===== src/rtl/bcd_timer_ctrl_if.sv =====
// Command channel for bcd_timer_ctrl: valid/ready handshake carrying an opcode
// and a BCD payload.
//   cmd_valid  command present (master -> slave)
//   cmd        00 START, 01 STOP, 10 CLEAR, 11 LOAD_TARGET
//   cmd_data   BCD target for LOAD_TARGET, digit 0 in bits [3:0]
//   cmd_ready  slave can accept a command this cycle (slave -> master)
interface bcd_timer_ctrl_if #(
    parameter int unsigned DIGITS = 4
);
    localparam int unsigned CW = 4 * DIGITS;

    logic          cmd_valid;
    logic [1:0]    cmd;
    logic [CW-1:0] cmd_data;
    logic          cmd_ready;

    modport master (
        output cmd_valid,
        output cmd,
        output cmd_data,
        input  cmd_ready
    );

    modport slave (
        input  cmd_valid,
        input  cmd,
        input  cmd_data,
        output cmd_ready
    );
endinterface


===== src/rtl/bcd_timer_ctrl.sv =====
// Stopwatch/timer controller: a cascade of DIGITS decimal counters advanced by a
// prescaled tick, driven by START/STOP/CLEAR/LOAD_TARGET commands, with an alarm
// when the count reaches a loadable BCD target.
// Ports:
//   clock     system clock, rising edge
//   reset     asynchronous, active-high
//   cmd_bus   command handshake (slave side)
//   count     current BCD count, digit 0 in bits [3:0]
//   running   high while counting
//   alarm     high once the target has been reached
//   tick      combinational pulse in the cycle digit 0 is enabled
//   overflow  one-cycle pulse after the count wraps all-9 -> all-0
//   err       one-cycle pulse after a LOAD_TARGET carrying a non-BCD digit
module bcd_timer_ctrl #(
    parameter int unsigned DIGITS   = 4,
    parameter int unsigned PRESCALE = 10
) (
    input  logic                  clock,
    input  logic                  reset,
    bcd_timer_ctrl_if.slave       cmd_bus,
    output logic [4*DIGITS-1:0]   count,
    output logic                  running,
    output logic                  alarm,
    output logic                  tick,
    output logic                  overflow,
    output logic                  err
);
    localparam int unsigned CW = 4 * DIGITS;
    localparam int unsigned PW = (PRESCALE > 1) ? $clog2(PRESCALE) : 1;

    typedef enum logic [1:0] {
        IDLE = 2'd0,
        RUN  = 2'd1,
        HOLD = 2'd2,
        DONE = 2'd3
    } state_e;

    typedef enum logic [1:0] {
        CMD_START = 2'b00,
        CMD_STOP  = 2'b01,
        CMD_CLEAR = 2'b10,
        CMD_LOAD  = 2'b11
    } cmd_e;

    state_e        state;
    state_e        state_next;
    logic [PW-1:0] presc;
    logic [PW-1:0] presc_next;
    logic [CW-1:0] target;
    logic [CW-1:0] target_next;
    logic [CW-1:0] count_next;
    logic [CW-1:0] count_inc;
    logic          ready;
    logic          ready_next;
    logic          running_next;
    logic          alarm_next;
    logic          overflow_next;
    logic          err_next;
    logic          accept;
    logic          wrap;
    logic          data_is_bcd;

    assign cmd_bus.cmd_ready = ready;
    assign accept = cmd_bus.cmd_valid & ready;

    // Digit 0 is enabled on the last prescaler cycle while running.
    assign tick = (state == RUN) && (presc == PW'(PRESCALE - 1));

    // Ripple-enable cascade: each digit advances when all lower digits are 9.
    always_comb begin
        logic       carry;
        logic [3:0] digit;
        count_inc = count;
        carry     = tick;
        digit     = 4'd0;
        for (int i = 0; i < int'(DIGITS); i++) begin
            digit = count[4*i +: 4];
            if (carry) begin
                count_inc[4*i +: 4] = (digit == 4'd9) ? 4'd0 : digit + 4'd1;
            end
            carry = carry && (digit == 4'd9);
        end
        // Carry surviving the top digit means every digit was 9 on a tick.
        wrap = carry;
    end

    // LOAD_TARGET payload must have every nibble in 0..9.
    always_comb begin
        data_is_bcd = 1'b1;
        for (int i = 0; i < int'(DIGITS); i++) begin
            if (cmd_bus.cmd_data[4*i +: 4] > 4'd9) begin
                data_is_bcd = 1'b0;
            end
        end
    end

    // Next-state and register-input decode.
    always_comb begin
        state_next    = state;
        presc_next    = presc;
        count_next    = count;
        target_next   = target;
        ready_next    = ~accept;
        overflow_next = 1'b0;
        err_next      = 1'b0;

        // Free-running behaviour in RUN; an accepted command below may override it.
        if (state == RUN) begin
            if (tick) begin
                presc_next    = '0;
                count_next    = count_inc;
                overflow_next = wrap;
                if ((target != '0) && (count_inc == target)) begin
                    state_next = DONE;
                end
            end else begin
                presc_next = presc + PW'(1);
            end
        end

        if (accept) begin
            unique case (cmd_e'(cmd_bus.cmd))
                CMD_START: begin
                    if (state != RUN) begin
                        state_next = RUN;
                        presc_next = '0;
                        if (state == DONE) begin
                            count_next = '0;
                        end
                    end
                end
                CMD_STOP: begin
                    // Discard any coincident tick and freeze the prescaler.
                    if (state == RUN) begin
                        state_next    = HOLD;
                        presc_next    = presc;
                        count_next    = count;
                        overflow_next = 1'b0;
                    end
                end
                CMD_CLEAR: begin
                    state_next    = IDLE;
                    presc_next    = '0;
                    count_next    = '0;
                    overflow_next = 1'b0;
                end
                CMD_LOAD: begin
                    // Target updates after this edge, so a coincident tick
                    // still compares against the old target above.
                    if (data_is_bcd) begin
                        target_next = cmd_bus.cmd_data;
                    end else begin
                        err_next = 1'b1;
                    end
                end
                default: begin
                end
            endcase
        end

        running_next = (state_next == RUN);
        alarm_next   = (state_next == DONE);
    end

    // State and output registers.
    always_ff @(posedge clock or posedge reset) begin
        if (reset) begin
            state    <= IDLE;
            presc    <= '0;
            count    <= '0;
            target   <= '0;
            ready    <= 1'b1;
            running  <= 1'b0;
            alarm    <= 1'b0;
            overflow <= 1'b0;
            err      <= 1'b0;
        end else begin
            state    <= state_next;
            presc    <= presc_next;
            count    <= count_next;
            target   <= target_next;
            ready    <= ready_next;
            running  <= running_next;
            alarm    <= alarm_next;
            overflow <= overflow_next;
            err      <= err_next;
        end
    end
endmodule


===== src/flat_wrapper.sv =====
// flat-port wrapper written by rule: the top's interface ports become plain ports
module bcd_timer_ctrl_flat 
#(
    parameter int unsigned DIGITS   = 4,
    parameter int unsigned PRESCALE = 10
)
  (clock, reset, count, running, alarm, tick, overflow, err, cmd_bus_cmd_valid, cmd_bus_cmd, cmd_bus_cmd_data, cmd_bus_cmd_ready);
  bcd_timer_ctrl_if #(.DIGITS(DIGITS)) cmd_bus_i ();
  input  logic clock;
  input  logic reset;
  output logic [4*DIGITS-1:0] count;
  output logic running;
  output logic alarm;
  output logic tick;
  output logic overflow;
  output logic err;
  input wire logic [$bits(cmd_bus_i.cmd_valid)-1:0] cmd_bus_cmd_valid;
  input wire logic [$bits(cmd_bus_i.cmd)-1:0] cmd_bus_cmd;
  input wire logic [$bits(cmd_bus_i.cmd_data)-1:0] cmd_bus_cmd_data;
  output wire logic [$bits(cmd_bus_i.cmd_ready)-1:0] cmd_bus_cmd_ready;
  assign cmd_bus_i.cmd_valid = cmd_bus_cmd_valid;
  assign cmd_bus_i.cmd = cmd_bus_cmd;
  assign cmd_bus_i.cmd_data = cmd_bus_cmd_data;
  assign cmd_bus_cmd_ready = cmd_bus_i.cmd_ready;
  bcd_timer_ctrl #(.DIGITS(DIGITS), .PRESCALE(PRESCALE)) u_core (.clock(clock), .reset(reset), .cmd_bus(cmd_bus_i), .count(count), .running(running), .alarm(alarm), .tick(tick), .overflow(overflow), .err(err));
endmodule

===== config.mk =====
export PLATFORM = sky130hd
export DESIGN_NAME = bcd_timer_ctrl_flat
export DESIGN_NICKNAME = d
export VERILOG_FILES = /design/src/rtl/bcd_timer_ctrl_if.sv /design/src/rtl/bcd_timer_ctrl.sv /design/src/flat_wrapper.sv
export SDC_FILE = /design/constraint.sdc
export NUM_CORES = 1
export LEC_CHECK = 0
export BUFFER_PORTS_ARGS = -buffer_cell sky130_fd_sc_hd__buf_2
export CORE_MARGIN = 5
export CORE_UTILIZATION = 31
export DETAILED_ROUTE_END_ITERATION = 8
export PLACE_DENSITY_LB_ADDON = 0.05
export SLEW_MARGIN = 20
export SYNTH_ARGS = -nofsm -noshare
export SYNTH_HDL_FRONTEND = slang
export SYNTH_SLANG_ARGS = --single-unit

===== constraint.sdc =====
create_clock -name clock -period 2.3 [get_ports clock]
set_input_delay 0.46 -clock clock [delete_from_list [all_inputs] [get_ports clock]]
set_output_delay 0.46 -clock clock [all_outputs]
set_load 0.02 [all_outputs]

## Word level (Yosys, flattened, before mapping)

Index checks and enable logic that the tools add are counted.

- Order comparisons: 4
- Bitwise gates (word level): 2
- Reductions and logical operators: 9
- Equality and inequality tests: 15
- Muxes and demuxes: 40
- $add $sub $neg: 5

Operators with widths:

| kind | count |
|---|---|
| $mux W16 | 6 |
| $mux W4 | 13 |
| $pmux W16 S3 | 1 |
| $add A4 B1 Y4 const B | 5 |
| $eq A4 B4 Y1 const B | 5 |
| $eq A16 B16 Y1 | 1 |
| $gt A4 B4 Y1 const B | 4 |
| $reduce_bool A16 Y1 | 1 |
| $mux W2 | 6 |
| $pmux W4 S3 | 1 |
| $mux W1 | 11 |
| $eq A2 B2 Y1 const B | 4 |
| $eq A2 B1 Y1 const B | 3 |
| $logic_and A1 B1 Y1 | 6 |
| $pmux W2 S3 | 1 |
| $ne A3 B3 Y1 const B | 1 |
| $reduce_and A3 Y1 | 1 |
| $logic_not A2 Y1 | 1 |
| $ne A2 B1 Y1 const B | 1 |
| $pmux W1 S2 | 1 |
| $and A1 B1 Y1 | 1 |
| $not A1 Y1 | 1 |

- Bits in registers: 43
- Output and inout bits: 22
- Logic and storage cells: 84
- Input port bits: 21

## Longest topological paths before layout

Gate-level depths: netlist of run 1.

- Depth after elaboration: 15
- Depth in mapped cells: 12
- Gate-level depth less buffers: 11

## Worst setup path after synthesis of run 1

OpenSTA, ideal clock, no wires.

- Path kind: register to register
- From: register u_core.count[0]
- To: register u_core.running
- Required time: 2.181 ns
- Data arrival time: 2.270 ns
- Setup time: 0.119 ns
- Period minus slack after synthesis: 2.389 ns
- Stages on the path, launching flop included: 11
- Setup slack: -0.089 ns
- Path buffers: 1
- Cells stage by stage: dfrtp_1 ha_1 and3b_1 buf_4 nor2_1 a311o_1 a2111oi_2 nand4_1 nor3_1 nand3_1 and2_1

- Word-level cells in the longest chain between the ends: 14
- Elaborated cells on any way between the ends: 20
- Those cells by class: add/sub: 1; eq/ne: 3; mux: 12; reduce/logical: 4

RTL lines:

| what | line | text |
|---|---|---|
| start: declaration | bcd_timer_ctrl.sv:21 | `output logic [4*DIGITS-1:0] count,` |
| start signal: assignment | bcd_timer_ctrl.sv:180 | `count <= count_next;` |
| branches (longest 5 deep; another with $add A4 B1 Y4) | -- |  |
| $eq A16 B16 Y1 * | bcd_timer_ctrl.sv:113 | `if ((target != '0) && (count_inc == target)) begin` |
| $logic_and A1 B1 Y1 * | bcd_timer_ctrl.sv:113 |  |
| $mux W2 * | bcd_timer_ctrl.sv:113 |  |
| $mux W2 * | bcd_timer_ctrl.sv:109 | `if (tick) begin` |
| $mux W2 * | bcd_timer_ctrl.sv:108 | `if (state == RUN) begin` |
| $mux W2 (on tied branches) | bcd_timer_ctrl.sv:134, bcd_timer_ctrl.sv:124 |  |
| $pmux W2 S3 | bcd_timer_ctrl.sv:122 | `unique case (cmd_e'(cmd_bus.cmd))` |
| $mux W2 * | bcd_timer_ctrl.sv:121 | `if (accept) begin` |
| $eq A2 B1 Y1 * | bcd_timer_ctrl.sv:161 | `running_next = (state_next == RUN);` |
| net u_core.running_next | bcd_timer_ctrl.sv:55 | `logic running_next;` |
| end signal: assignment | bcd_timer_ctrl.sv:183 | `running <= running_next;` |
| end: declaration | bcd_timer_ctrl.sv:22 | `output logic running,` |

Mark *: on every way through the listed nets, which the timed path passes.
A chain may end at the register's enable or synchronous reset.

## Worst setup path in the final report of run 1

- From: register u_core.presc[1]
- To: register u_core.running

- Word-level cells in the longest chain between the ends: 15
- Elaborated cells on any way between the ends: 19
- Those cells by class: eq/ne: 3; mux: 11; reduce/logical: 5

RTL lines:

| what | line | text |
|---|---|---|
| start: declaration | bcd_timer_ctrl.sv:47 | `logic [PW-1:0] presc;` |
| start signal: assignment | bcd_timer_ctrl.sv:179 | `presc <= presc_next;` |
| $eq A4 B4 Y1 * | bcd_timer_ctrl.sv:67 | `assign tick = (state == RUN) && (presc == PW'(PRESCALE - 1));` |
| $logic_and A1 B1 Y1 * | bcd_timer_ctrl.sv:67 |  |
| $logic_and A1 B1 Y1 (3 in series) | bcd_timer_ctrl.sv:81 | `carry = carry && (digit == 4'd9);` |
| $mux W4 | bcd_timer_ctrl.sv:78 | `if (carry) begin` |
| $eq A16 B16 Y1 | bcd_timer_ctrl.sv:113 |  |
| $logic_and A1 B1 Y1 | bcd_timer_ctrl.sv:113 |  |
| $mux W2 | bcd_timer_ctrl.sv:113 |  |
| $mux W2 * | bcd_timer_ctrl.sv:109 |  |
| $mux W2 * | bcd_timer_ctrl.sv:108 |  |
| $mux W2 (on tied branches) | bcd_timer_ctrl.sv:134, bcd_timer_ctrl.sv:124 |  |
| $pmux W2 S3 | bcd_timer_ctrl.sv:122 |  |
| $mux W2 * | bcd_timer_ctrl.sv:121 |  |
| $eq A2 B1 Y1 * | bcd_timer_ctrl.sv:161 |  |
| net u_core.running_next | bcd_timer_ctrl.sv:55 |  |

Mark *: on every way through the listed nets, which the timed path passes. The rest lies on a longest branch.

==> metrics.md, run 1 <==
| Metric | Value |
|---|---|
| Outcome | `finished with violations` |
| Failing checks | `negative setup slack` |
| Sequential element share of the synthesized area | `between 30 and 40%` |
| CORE AREA | `around 9000 µm²` |
| FFs w/ async S/R, synth | `100%` |
| Final setup fails | `3` |
| Final worst slack | `-0.103 ns` |
| WHS | `approximately 0.28 ns` |
| Clock sinks | `43` |
| RD Place Congestion | `0.807` |
| Final worst-path cycle share | `104%` |
| Via density | `5.13` |
| Largest net degree at the start of global routing | `44` |
| Power per Cell Area | `506 nW/µm²` |
| Crit-path slowest cell | `dfrtp_1` |
| Worst-path clk slew | `approximately 0.090 ns` |
| WP data arrival | `2.61 ns` |
| Post-Syn Area | `between 2000 and 3000 µm²` |
| Final hold violation count | `0` |
| Std-Cell Rows | `35` |
| First-pass GRT wire length | `14600 µm` |
| Antenna violations before repair | `0` |
| Drt pass-1 iters | `4` |
| Cells after DPL | `512` |
| Post-Layout Cell Count | `529` |
| Post-Route WL | `~9000 µm` |
| Post-Syn Instances | `roughly 310` |
| Final #Nets | `453` |
| Measured slew at the worst slew-check pin | `0.567 ns` |
| Share of cells above drive strength 1 | `39.2%` |
| Antenna diode count | `0` |
| Peak VDD IR | `0.263 mV` |
| Max_slew headroom | `62.2%` |
| Final critical-path required period | `2.40 ns` |
| 1st-iter DRT viols | `144` |
| HP Class | `in -> async` |
| CP cell instances | `inv_1 > ha_2 > and4bb_4 > buf_6 > nand3_4 > mux2i_1 > xnor2_1 > a2111oi_2 > and4_4 > nand3_4 > and2_4` |
| GRT Total Usage | `16.1%` |
| Root Buffer | `clkbuf_8` |
| CTS Buf Count | `5` |
| Post-route setup TNS | `-0.177 ns` |
| Vias | `2712` |
| Synth warn | `0` |
| Post-route ant nets | `0` |
| Max FO, Critical Path | `4` |
| Filler cell count | `926` |
| Post-Syn Nets | `344` |
| Most frequent CP cell | `nand3_4` |
| Maximum Capacitance Violations | `0` |
| Post-route cell area | `about 3900 µm²` |
| Util after Layout | `42.8%` |
| Post-synthesis cell type count | `59` |
| Max Clock Freq | `about 0.42 GHz` |
| Initial core utilization | `31.4%` |
| Slowest stage delay, CP | `0.38 ns` |
| Hpwl dp | `6860 µm` |
| Ys flop type | `dfrtp_1` |
| Clk_skew | `~0.008 ns` |
| Remaining Overflow, GRT | `0` |
| Post-synthesis register bit count | `43` |
| Slew Limit Fails | `0` |
| Leak | `1.85 nW` |
| Die height | `around 110 µm` |
| CTS tree | `yes` |
| Post-synth EDFFs | `0` |
| CTS max path bufs | `2` |
| Endpoint class of the critical path | `flop` |
| # IOs | `43` |
| Avg Synthesized Cell Area | `9.34 µm²` |
| Placement Cell Area | `~3600 µm²` |
| Maximum level of the CTS H-tree | `2` |
| DP Worst Slack | `-0.191 ns` |
| Data required, critical path | `2.50 ns` |
| Crit start category | `flop` |
| Clk Latency, worst-skew pair | `0.30 ns` |
| Unrepaired setup endpoints after global routing | `true` |
| Power Total | `1.98 mW` |
| Full die area | `11300 µm²` |
| DR WL/cell | `around 17 µm` |
| DRC violations left | `0` |
| Port-buffer cells | `42` |
| Vias in the first global route | `2750` |
| Die width | `106 µm` |
| Area grow syn2layout | `36.4%` |
| CP Class | `reg -> reg` |
state kept, by name, indices dropped and copies added, names as in the netlist:
signal	flops
u_core.target	16
u_core.running	1
u_core.overflow	1
u_core.state	2
u_core.err	1
u_core.presc	4
u_core.cmd_bus.cmd_ready	1
u_core.count	16
u_core.alarm	1
what timing repair did:
item	in CTS	in global routing
buffers inserted	3	6
setup endpoints to repair	3	9
pin swaps	10	13
hold buffers	0	0
resized for setup	7	18
cloned	0	1
Yosys cell counts, types with 2 or more instances:
| cell type | number | share of area, % |
|---|---|---|
| and3_1 | 5 | 1.1 |
| xor2_1 | 7 | 2.1 |
| nor3_1 | 6 | 1.0 |
| nor2b_1 | 4 | 0.87 |
| clkbuf_1 | 4 | 0.52 |
| nand4_1 | 4 | 0.87 |
| or3_1 | 3 | 0.65 |
| xnor2_1 | 8 | 2.4 |
| o22ai_1 | 3 | 0.65 |
| nor4_1 | 4 | 0.87 |
| a21oi_1 | 17 | 3.0 |
| a2111oi_2 | 2 | 1.0 |
| mux2_2 | 16 | 6.3 |
| a21boi_0 | 2 | 0.52 |
| nor2_1 | 31 | 4.0 |
| inv_1 | 14 | 1.8 |
| nand3b_1 | 3 | 0.78 |
| mux2i_1 | 12 | 4.2 |
| or4_1 | 3 | 0.78 |
| o21ai_0 | 20 | 3.5 |
| buf_4 | 2 | 0.52 |
| nand3_1 | 12 | 2.1 |
| nand2_1 | 26 | 3.4 |
| dfrtp_1 | 42 | 37 |
| and2_1 | 2 | 0.44 |
| o211ai_1 | 2 | 0.52 |
| a311oi_1 | 2 | 0.61 |
| a31oi_1 | 2 | 0.44 |
| and3b_1 | 3 | 0.91 |
| ha_1 | 15 | 6.5 |
| a22o_1 | 2 | 0.61 |
| o31ai_1 | 3 | 0.78 |
cell usage in the layout (no fill, tap or decap), drive strengths merged, types with 2 or more instances in the layout:
cell	n
xor2	7
and2	2
xnor2	8
ha	15
or4	3
and3b	3
buf	109
nand4	4
nor4	4
nand3b	3
o21ai	20
a31oi	2
o211ai	2
mux2	16
a21oi	17
a21boi	2
o22ai	3
clkinv	2
clkbuf	7
nor3	6
mux2i	12
and3	5
nand2	28
nor2	32
nor2b	4
o41ai	2
a2111oi	3
or3	3
inv	15
dfrtp	42
a22o	2
o31ai	3
nand3	13
a311oi	2
layer usage:
layer,routed length (µm),vias up,GRT usage (%)
met4,76,0,3.52
met1,4050,1319,22.1
met2,4340,49,27.0
li1,-,1338,-
met3,301,6,2.37
met5,0,-,0
cells by family (layout without fill, tap and decap cells):
family	after synthesis	count (layout)	synth area share [%]
AOI/OAI and AO/OA	67	67	15.6
xor gates and xnor gates	15	15	4.57
adders and majority gates	15	15	6.53
buffers and inverters	24	134	4.09
DFF	43	43	37.5
muxes	28	28	10.4
and+or+nand+nor	116	116	21.3
cell type report:
type / instances / area [µm²] / area share (%)
Sequential cell: 43 / 1080 / 27.6
Multi-Input combinational cell: 241 / 1770 / 45.2
Timing Repair Buffer: 110 / 762 / 19.4
Tap cell: 111 / 139 / 3.54
Clock buffer: 6 / 82.6 / 2.11
Clock inverter: 2 / 16.3 / 0.415
Inverter: 16 / 65.1 / 1.66
worst max-delay path, delay by kind of cell (launching register included):
family	cells	cell delay, ns
AOI/OAI and AO/OA	1	0.36
xor gates and xnor gates	1	0.12
adders and majority gates	1	0.17
buffers and inverters	2	0.17
DFF	1	0.38
muxes	1	0.21
and+or+nand+nor	5	0.90
worst paths after layout:
path,start,end,slack [ns],depth (start not counted)
max,u_core.presc[1],u_core.running,-0.10,11
min,reset,u_core.running,0.28,3
max reg2reg,u_core.presc[1],u_core.running,-0.10,11
min reg2reg,u_core.target[4],u_core.target[4],0.56,1
max in group asynchronous,reset,u_core.count[8],1.59,3
min in group clock,cmd_bus_cmd_data[12],u_core.target[12],0.38,2
power breakdown:
| group | internal (mW) | total (mW) | switching, mW |
|---|---|---|---|
| Sequential | 0.848 | 0.945 | 0.0973 |
| Clock | 0.245 | 0.523 | 0.277 |
| Combinational | 0.271 | 0.517 | 0.245 |
| Total | 1.36 | 1.98 | 0.620 |
Power figures use the tool's default switching activity.
==> run 2, diff against run 1 <==
--- a/config.mk
+++ b/config.mk
@@ -8,6 +8,7 @@
 export BUFFER_PORTS_ARGS = -buffer_cell sky130_fd_sc_hd__buf_2
 export CORE_MARGIN = 5
 export CORE_UTILIZATION = 31
+export CTS_CLUSTER_SIZE = 8
 export DETAILED_ROUTE_END_ITERATION = 8
 export PLACE_DENSITY_LB_ADDON = 0.05
 export SLEW_MARGIN = 20
==> constraint.sdc (replaced) <==
create_clock -name clock -period 2.8 [get_ports clock]
set_input_delay 0.56 -clock clock [delete_from_list [all_inputs] [get_ports clock]]
set_output_delay 0.56 -clock clock [all_outputs]
set_load 0.02 [all_outputs]
==> run 2 against run 1 <==
Against the previous run:
- the run now ends clean
- register-to-register slack improved by 0.30 ns
- total power decreased by 21%
- final cell count shrank 8.5%
- setup slack improved by 0.30 ns
- combinational power shrank 35%
- critical endpoint unchanged
- highest routed layer unchanged
==> metrics.md, run 2 (same netlist as run 1, synthesis figures left out) <==
| Metric | Value |
|---|---|
| Outcome | `finished, final reports clean` |
| Final worst slack | `0.193 ns (+0.296 ns)` |
| Power per Cell Area | `455 nW/µm² (-10%)` |
| # IOs | `43 (unchanged)` |
| Reg2reg end | `u_core.running` |
| Largest registers | `u_core.count x16, u_core.target x16, u_core.presc x4` |
| Initial core utilization | `31.4% (unchanged)` |
| Util after Layout | `37.6% (-5.2 points)` |
| Vias | `2502 (-7.7%)` |
| Std-Cell Rows | `35 (unchanged)` |
| Antenna violations before repair | `0 (unchanged)` |
| Cells after DPL | `476 (-7.0%)` |
| Max Clock Freq | `0.384 GHz (-7.8%)` |
| Post-Layout Cell Count | `484 (-8.5%)` |
| Port-buffer cells | `42 (unchanged)` |
| Die width | `106 µm (unchanged)` |
| Share of cells above drive strength 1 | `27.1% (-12 points)` |
| Final critical-path required period | `2.61 ns (+0.204 ns)` |
| RD Place Congestion | `0.828 (+2.7%)` |
| Top delay family on crit path | `simple AND/OR/NAND/NOR gates` |
| Antenna diode count | `0 (unchanged)` |
| Die height | `106 µm (unchanged)` |
| PostCTS Resize Cnt | `0 (-7)` |
| Largest net degree at the start of global routing | `28 (-36%)` |
| Hpwl dp | `6720 µm (-1.9%)` |
| Endpoint class of the critical path | `flop` |
| Crit-path slowest cell | `dfrtp_1` |
| CTS max path bufs | `2 (unchanged)` |
| Final worst-path cycle share | `93.1% (-11 points)` |
| Maximum Capacitance Violations | `0 (unchanged)` |
| Worst-path clk slew | `0.10 ns (about the same)` |
| R2R Setup Slk | `0.19 ns (+0.30 ns)` |
| HP Class | `in -> async` |
| Slowest stage delay, CP | `0.47 ns (+0.09 ns)` |
| Clk Latency, worst-skew pair | `0.31 ns (about the same)` |
| Final setup fails | `0 (-3)` |
| R2R depth | `11 (unchanged)` |
| Power Total | `1.57 mW (-21%)` |
| Remaining Overflow, GRT | `0 (unchanged)` |
| CORE AREA | `9150 µm² (unchanged)` |
| Final #Nets | `408 (-9.9%)` |
| Drt pass-1 iters | `4 (unchanged)` |
| Maximum level of the CTS H-tree | `2 (unchanged)` |
| Post-CTS Setup Bufs | `0 (-3)` |
| Peak VDD IR | `0.223 mV (-15%)` |
| CTS Buf Count | `5 (unchanged)` |
| CTS Hold Bufs | `0 (unchanged)` |
| Setup crit end | `u_core.running` |
| First-pass GRT wire length | `13600 µm (-6.7%)` |
| Most frequent cells in the layout | `buf_2, dfrtp_1, nor2_1, nand2_1, buf_4` |
| WP depth | `11 (unchanged)` |
| Root Buffer | `clkbuf_8` |
| Measured slew at the worst slew-check pin | `0.402 ns (-0.165 ns)` |
| Clock sinks | `43 (unchanged)` |
| DRC violations left | `0 (unchanged)` |
| Filler cell count | `959 (+3.6%)` |
| Via density | `5.17 (+0.83%)` |
| Unrepaired setup endpoints after global routing | `false` |
| Clk_skew | `0.0154 ns (+0.00754 ns)` |
| DR WL/cell | `17.4 µm (+4.8%)` |
| Crit start category | `flop` |
| Post-route ant nets | `0 (unchanged)` |
| Reg-to-Reg Start | `u_core.count[1]` |
| Max FO, Critical Path | `8 (+4)` |
| WP data arrival | `2.81 ns (+0.20 ns)` |
| Max_slew headroom | `73.2% (+11 points)` |
| Final hold violation count | `0 (unchanged)` |
| Slew Limit Fails | `0 (unchanged)` |
| GRT Total Usage | `15.4% (-0.77 points)` |
| Data required, critical path | `3.00 ns (+0.50 ns)` |
| Vias in the first global route | `2480 (-9.8%)` |
| Post-route setup TNS | `0 ns (+0.177 ns)` |
| Worst Setup SP | `u_core.count[1]` |
| CP Class | `reg -> reg` |
| 1st-iter DRT viols | `94 (-35%)` |
| Area grow syn2layout | `19.7%` |
| Post-Route WL | `8420 µm (-4.1%)` |
| DP Worst Slack | `0.200 ns (+0.391 ns)` |
| Crit path buffers/inverters | `2 (unchanged)` |
| CP cell instances | `inv_1 > ha_1 > and3b_1 > buf_4 > nand3_4 > mux2i_1 > xnor2_1 > a2111oi_2 > and4_1 > nand3_1 > and2_1` |
| CTS tree | `yes` |
| Leak | `1.61 nW (-13%)` |
| Full die area | `11300 µm² (unchanged)` |
-- run 2: area by class of cell --
class                   instances  area (µm²)  area share [%]
clock buffers                   6        82.6            2.40
clock inverters                 2        16.3           0.473
inverters                      16        62.6            1.82
multi-input cells             241        1680            48.8
flip-flops and latches         43        1080            31.3
well taps                     111         139            4.04
repair buffers                 65         383            11.1
-- run 2: worst reg2reg max path: cells and delay by family (launching register included) --
kind | cells | cell delay [ns]
AOI/OAI and AO/OA | 1 | 0.32
xor gates and xnor gates | 1 | 0.13
adders and majority gates | 1 | 0.19
buffers and inverters | 2 | 0.25
DFF | 1 | 0.47
muxes | 1 | 0.25
and+or+nand+nor | 5 | 0.89
-- run 2: worst min path at each step --
stage | slack (ns) | start | endpoint | cells after the start
3_5_place_dp | 0.54 | u_core.presc[1] | u_core.presc[1] | 2
2_1_floorplan | 0.50 | u_core.presc[1] | u_core.presc[1] | 2
3_3_place_gp | 0.53 | u_core.presc[1] | u_core.presc[1] | 2
4_1_cts | 0.24 | reset | u_core.count[2] | 2
6_report | 0.23 | reset | u_core.count[2] | 2
5_1_grt | 0.26 | reset | u_core.count[2] | 2
-- run 2: routing by layer --
layer | up-vias | routed length (µm) | track usage (%) | share of wire [%]
met5 | - | 0 | 0 | 0
met4 | 0 | 155 | 4.81 | 1.8
met3 | 8 | 305 | 2.31 | 3.6
met2 | 48 | 3970 | 25.3 | 47
met1 | 1194 | 3990 | 20.7 | 47
li1 | 1252 | - | - | -
-- run 2: where the power goes --
group          switching, mW  internal (mW)  leakage, nW  total (mW)
Combinational          0.167          0.168        0.987       0.335
Sequential            0.0939          0.697        0.576       0.791
Clock                  0.238          0.202       0.0474       0.440
-- run 2: through the flow --
stage / hold slack (ns) / instance area [µm²]
after floorplan: 0.495 / 2880
after global placement: 0.531 / 3340
after detailed placement: 0.536 / 3340
after CTS: 0.241 / 3440
after global routing: 0.262 / 3440
final: 0.228 / 3440
